<file path="src/rtl/addsub_block_accumulator.sv">
// Sums BLK_LEN signed adder/subtractor results per block and presents the block sum on a valid/ready output.
// Optional build macro ACC_SAT_EN: saturate the accumulator on overflow instead of wrapping.
module addsub_block_accumulator #(
   parameter int ACC_W   = 24,
   parameter int BLK_LEN = 8
) (
   input  logic             clk,
   input  logic             rst_n,
   input  logic             clr,
   input  logic             in_valid,
   output logic             in_ready,
   input  logic             in_m,
   input  logic             in_co,
   input  logic [15:0]      in_s,
   output logic             out_valid,
   input  logic             out_ready,
   output logic [ACC_W-1:0] out_sum,
   output logic             out_ovf
);

   localparam int CNT_W = $clog2(BLK_LEN + 1);
   localparam logic [CNT_W-1:0] CNT_LAST = CNT_W'(BLK_LEN);
`ifdef ACC_SAT_EN
   localparam logic [ACC_W-1:0] ACC_MAX = {1'b0, {(ACC_W-1){1'b1}}};
   localparam logic [ACC_W-1:0] ACC_MIN = {1'b1, {(ACC_W-1){1'b0}}};
`endif

   typedef enum logic [1:0] {
      IDLE,
      ACCUM,
      DONE
   } state_t;

   state_t           state_q, state_d;
   logic [ACC_W-1:0] acc_q, acc_d;
   logic [CNT_W-1:0] cnt_q, cnt_d;
   logic             ovf_q, ovf_d;
   logic             out_valid_q, out_valid_d;
   logic [ACC_W-1:0] out_sum_q, out_sum_d;
   logic             out_ovf_q, out_ovf_d;

   logic [17:0]      mag;
   logic [17:0]      v;
   logic [ACC_W:0]   sum;
   logic             step_ovf;
   logic [ACC_W-1:0] acc_step;
   logic [CNT_W-1:0] cnt_inc;
   logic             accept;

   // in_m=1 with in_co=0 means in_s is the magnitude of a negative difference
   always_comb begin
      mag = {2'b00, in_s};
      if (!in_m) begin
         v = {1'b0, in_co, in_s};
      end else if (in_co) begin
         v = mag;
      end else begin
         v = ~mag + 18'd1;
      end
   end

   // acc_q is always zero in IDLE, so the first accept of a block reduces to a load
   always_comb begin
      sum      = {acc_q[ACC_W-1], acc_q} + {{(ACC_W-17){v[17]}}, v};
      step_ovf = sum[ACC_W] ^ sum[ACC_W-1];
`ifdef ACC_SAT_EN
      if (step_ovf) begin
         acc_step = sum[ACC_W] ? ACC_MIN : ACC_MAX;
      end else begin
         acc_step = sum[ACC_W-1:0];
      end
`else
      acc_step = sum[ACC_W-1:0];
`endif
      cnt_inc = cnt_q + 1'b1;
   end

   assign in_ready = (state_q != DONE);
   assign accept   = in_valid & in_ready & ~clr;

   always_comb begin
      state_d     = state_q;
      acc_d       = acc_q;
      cnt_d       = cnt_q;
      ovf_d       = ovf_q;
      out_valid_d = out_valid_q;
      out_sum_d   = out_sum_q;
      out_ovf_d   = out_ovf_q;
      if (clr) begin
         state_d     = IDLE;
         acc_d       = '0;
         cnt_d       = '0;
         ovf_d       = 1'b0;
         out_valid_d = 1'b0;
      end else begin
         unique case (state_q)
            IDLE, ACCUM: begin
               if (accept) begin
                  acc_d = acc_step;
                  cnt_d = cnt_inc;
                  ovf_d = ovf_q | step_ovf;
                  if (cnt_inc == CNT_LAST) begin
                     state_d     = DONE;
                     out_valid_d = 1'b1;
                     out_sum_d   = acc_step;
                     out_ovf_d   = ovf_q | step_ovf;
                  end else begin
                     state_d = ACCUM;
                  end
               end
            end
            DONE: begin
               if (out_ready) begin
                  state_d     = IDLE;
                  acc_d       = '0;
                  cnt_d       = '0;
                  ovf_d       = 1'b0;
                  out_valid_d = 1'b0;
               end
            end
            default: begin
               state_d = IDLE;
            end
         endcase
      end
   end

   always_ff @(posedge clk) begin
      if (!rst_n) begin
         state_q     <= IDLE;
         acc_q       <= '0;
         cnt_q       <= '0;
         ovf_q       <= 1'b0;
         out_valid_q <= 1'b0;
         out_sum_q   <= '0;
         out_ovf_q   <= 1'b0;
      end else begin
         state_q     <= state_d;
         acc_q       <= acc_d;
         cnt_q       <= cnt_d;
         ovf_q       <= ovf_d;
         out_valid_q <= out_valid_d;
         out_sum_q   <= out_sum_d;
         out_ovf_q   <= out_ovf_d;
      end
   end

   assign out_valid = out_valid_q;
   assign out_sum   = out_sum_q;
   assign out_ovf   = out_ovf_q;

endmodule
</file>
<file path="config.mk">
export PLATFORM = sky130hd
export DESIGN_NAME = addsub_block_accumulator
export DESIGN_NICKNAME = d
export VERILOG_FILES = /design/src/rtl/addsub_block_accumulator.sv
export SDC_FILE = /design/constraint.sdc
export NUM_CORES = 1
export LEC_CHECK = 0
export ABC_AREA = 0
export CAP_MARGIN = 15
export CORE_MARGIN = 5
export CORE_UTILIZATION = 45
export CTS_CLUSTER_DIAMETER = 40
export DETAILED_ROUTE_END_ITERATION = 12
export PLACE_DENSITY = 0.68
export SETUP_SLACK_MARGIN = 0.4
export SYNTH_ARGS = -nofsm -noshare
export SYNTH_HDL_FRONTEND = slang
export SYNTH_SLANG_ARGS = --single-unit
</file>
<file path="constraint.sdc">
create_clock -name clk -period 4.6 [get_ports clk]
set_clock_uncertainty 0.05 [all_clocks]
set_input_delay 0.46 -clock clk [delete_from_list [all_inputs] [get_ports clk]]
set_output_delay 0.46 -clock clk [all_outputs]
set_load 0.005 [all_outputs]
</file>
==> run metrics <==
final setup TNS=0 ns; area growth from synthesis to final layout=22.1%; actual transition at the worst max-transition pin=0.884 ns; net count after synthesis=506; cell family with the largest share of critical-path delay=simple AND/OR/NAND/NOR gates; Layout Cell Area excl Fill=0.00449 sq mm; category of the most critical setup path=input pin to flip-flop; Pwr Density=264 mW/mm^2; path class of the lowest-slack min-delay path=flip-flop to flip-flop; H-Tree Level Count=3; outcome=complete, no violations; number of core rows=33; setup slack of the most critical reg-to-reg path=1.86 ns; Worst Path Required=4.78 ns; horizontal die dimension=100 um; hold-critical path depth=2; vertical die dimension=100 um; number of distinct library cells after synthesis=58; async set-or-reset flop fraction in the synthesized netlist=0; sequential cell area fraction in the yosys report=0.310; setup repair after global routing missed its margin=false; Vias per Instance=5.72; series of cell instances along the critical path=clkdlybuf4s50_1 -> or4_1 -> or2_1 -> or3_4 -> o41ai_2 -> o21ai_1 -> ha_1 -> and2_1 -> a221o_1 -> nor3_1 -> o21ai_0 -> a41oi_2 -> xnor2_1 -> o21ai_0; total track usage=0.201; number of diodes added for antenna fixing=0; Antenna Violating Nets Remaining=0; largest cells by area after synthesis=dfxtp_1, ha_1, nand2_1; area of the mapped netlist=0.00368 sq mm; root buffer cell=clkbuf_8; Crit path top cell by count=o21ai_0; Final Hold Fails=0; max-cap viol count=0; global-route wire length before repair=16.3 mm; clock sink count=57; clock transition at the register clock pins on the worst setup and hold paths after CTS=0.07 ns; number of global-route vias before repair=3,430; number of enable flip-flop cells after synthesis=0; most frequent cells in the layout=nand2_1, dfxtp_1, clkdlybuf4s50_1, a21oi_1, o21ai_0; worst max-slew margin expressed relative to the limit=0.409; Post-Synthesis Cells=455; routed wire length=9.87 mm; Worst path depth=14; WP data arrival=4.10 ns; TritonCTS clock tree=yes; Worst Reg2Reg Path Length in Cells=9; largest net degree at the start of global routing=35; area of the core=0.00809 sq mm; DRC errors left=0; delay contributed by the slowest stage of the critical path=0.55 ns; TritonRoute pass-1 iters=5; number of CTS-inserted buffers=9; Critical Path Fanout Max=5; Synthesis Warnings=0; max-slew violations=0; Clock Path Buffers=2; endpoint kind of the worst setup timing path=flip-flop; slowest library cell on the worst path=or4_1; maximum achievable frequency=0.255 GHz; kind of start point of the critical path=input pin; gr ovfl total=0; min Tclk post-route=3.92 ns; most common cell after layout, fill and taps aside=nand2_1; clock latency reported for the late side of the worst-skew pair=0.35 ns; final period utilization=0.852; placer congestion estimate=0.952; number of I/O port buffers=49; number of placed cells counting well taps=599; smallest hold slack=0.397 ns; largest area contributor in the synthesized netlist=dfxtp_1; leakage dissipation=1.72 nW; num ports=50; starting density of the core=0.454; initial antenna violation count=0; placed wire-length estimate=7.23 mm; flip-flop cell with the highest count after synthesis=dfxtp_1; fraction of final layout cells sized beyond drive strength 1=0.0765; Seq cells post-synth=57; average cell area after synthesis=8.08 sq um; DRC violation total after the first TritonRoute iteration=228; fin cells=615; setup violators final=0; post-DR wirelength/cell=16.0 um; number of nets in the layout=556; crit path buf inv count=1; worst vdd rail ir drop=0.137 mV; top-area cell type share of the netlist area=0.310; area after detailed placement=0.00429 sq mm; total die area=0.0101 sq mm; number of vias in the routed layout=3,518
[cell families (layout without fill, tap and decap cells)]
group	Yosys count	after routing	synth area share
adder cells (fa/ha/maj)	28	28	0.0973
AND/OR/NAND/NOR	160	160	0.199
AO/OA/AOI/OAI	148	148	0.276
buffers and inverters	24	79	0.0252
XOR/XNOR	36	36	0.0858
multiplexers	2	2	0.00545
flip-flops	57	57	0.310
[layer usage]
metal / part of all wire / routed length, um / vias up / GRT usage
met5: 0 / 0 / - / 0
met4: 0.018 / 175 / 0 / 0.0798
met3: 0.056 / 549 / 15 / 0.0354
met2: 0.48 / 4730 / 123 / 0.341
met1: 0.45 / 4420 / 1641 / 0.251
li1: - / - / 1739 / -
[state kept, by name, summed over array words and instances, names as in the netlist]
| name | count |
|---|---|
| acc_q | 24 |
| cnt_q | 4 |
| out_ovf | 1 |
| out_sum | 24 |
| out_valid | 1 |
| ovf_q | 1 |
| state_q | 2 |
[layout make-up]
class / count / area (sq um)
clock inverter: 5 / 30.0
inverter: 6 / 22.5
fill: 790 / 3610
sequential: 57 / 1140
timing repair buffer: 57 / 551
clock buffer: 11 / 151
multi-input combinational: 374 / 2460
tap: 105 / 131
[final timing paths]
check	start	to
worst min-delay path	out_sum[18]	out_sum[18]
worst max-delay path	in_s[5]	acc_q[22]
worst min register to register	out_sum[18]	out_sum[18]
worst max register to register	acc_q[0]	out_sum[18]
[timing repair]
item / in CTS / in global routing
buffers inserted: 0 / 0
setup endpoints to repair: 0 / 6
hold buffers: 0 / 0
gates resized for setup: 0 / 3
[worst min-delay path, stage by stage (launching register included)]
cell	delay, ns
dfxtp_1	0.31
nand3_1	0.06
nand2_1	0.04
[per-stage QoR]
step | setup slack, ns | power, mW | utilization
final | 0.682 | 1.18 | 0.554
after global routing | 0.432 | 1.24 | 0.554
after CTS | 0.604 | 1.19 | 0.552
after detailed placement | 0.255 | 0.747 | 0.530
after global placement | 0.316 | 0.744 | 0.530
after floorplan | 0.975 | 0.678 | -
[cells in the mapped netlist, drive strengths merged, types with 4 or more instances]
cell,instances
xnor2,18
o211ai,4
a21boi,16
nand2b,7
and3,4
clkbuf,14
and2,4
a21oi,38
a21o,5
nor2b,8
ha,27
buf,4
o21a,4
inv,6
dfxtp,57
o21ai,40
a22oi,10
nor2,32
nand2,67
nand3,20
xor2,18
nor3,7
[power by group]
| group | switching (mW) | internal (mW) |
|---|---|---|
| Clock | 0.219 | 0.222 |
| Combinational | 0.143 | 0.0958 |
| Sequential | 0.00452 | 0.500 |
Power figures use the tool's default switching activity.
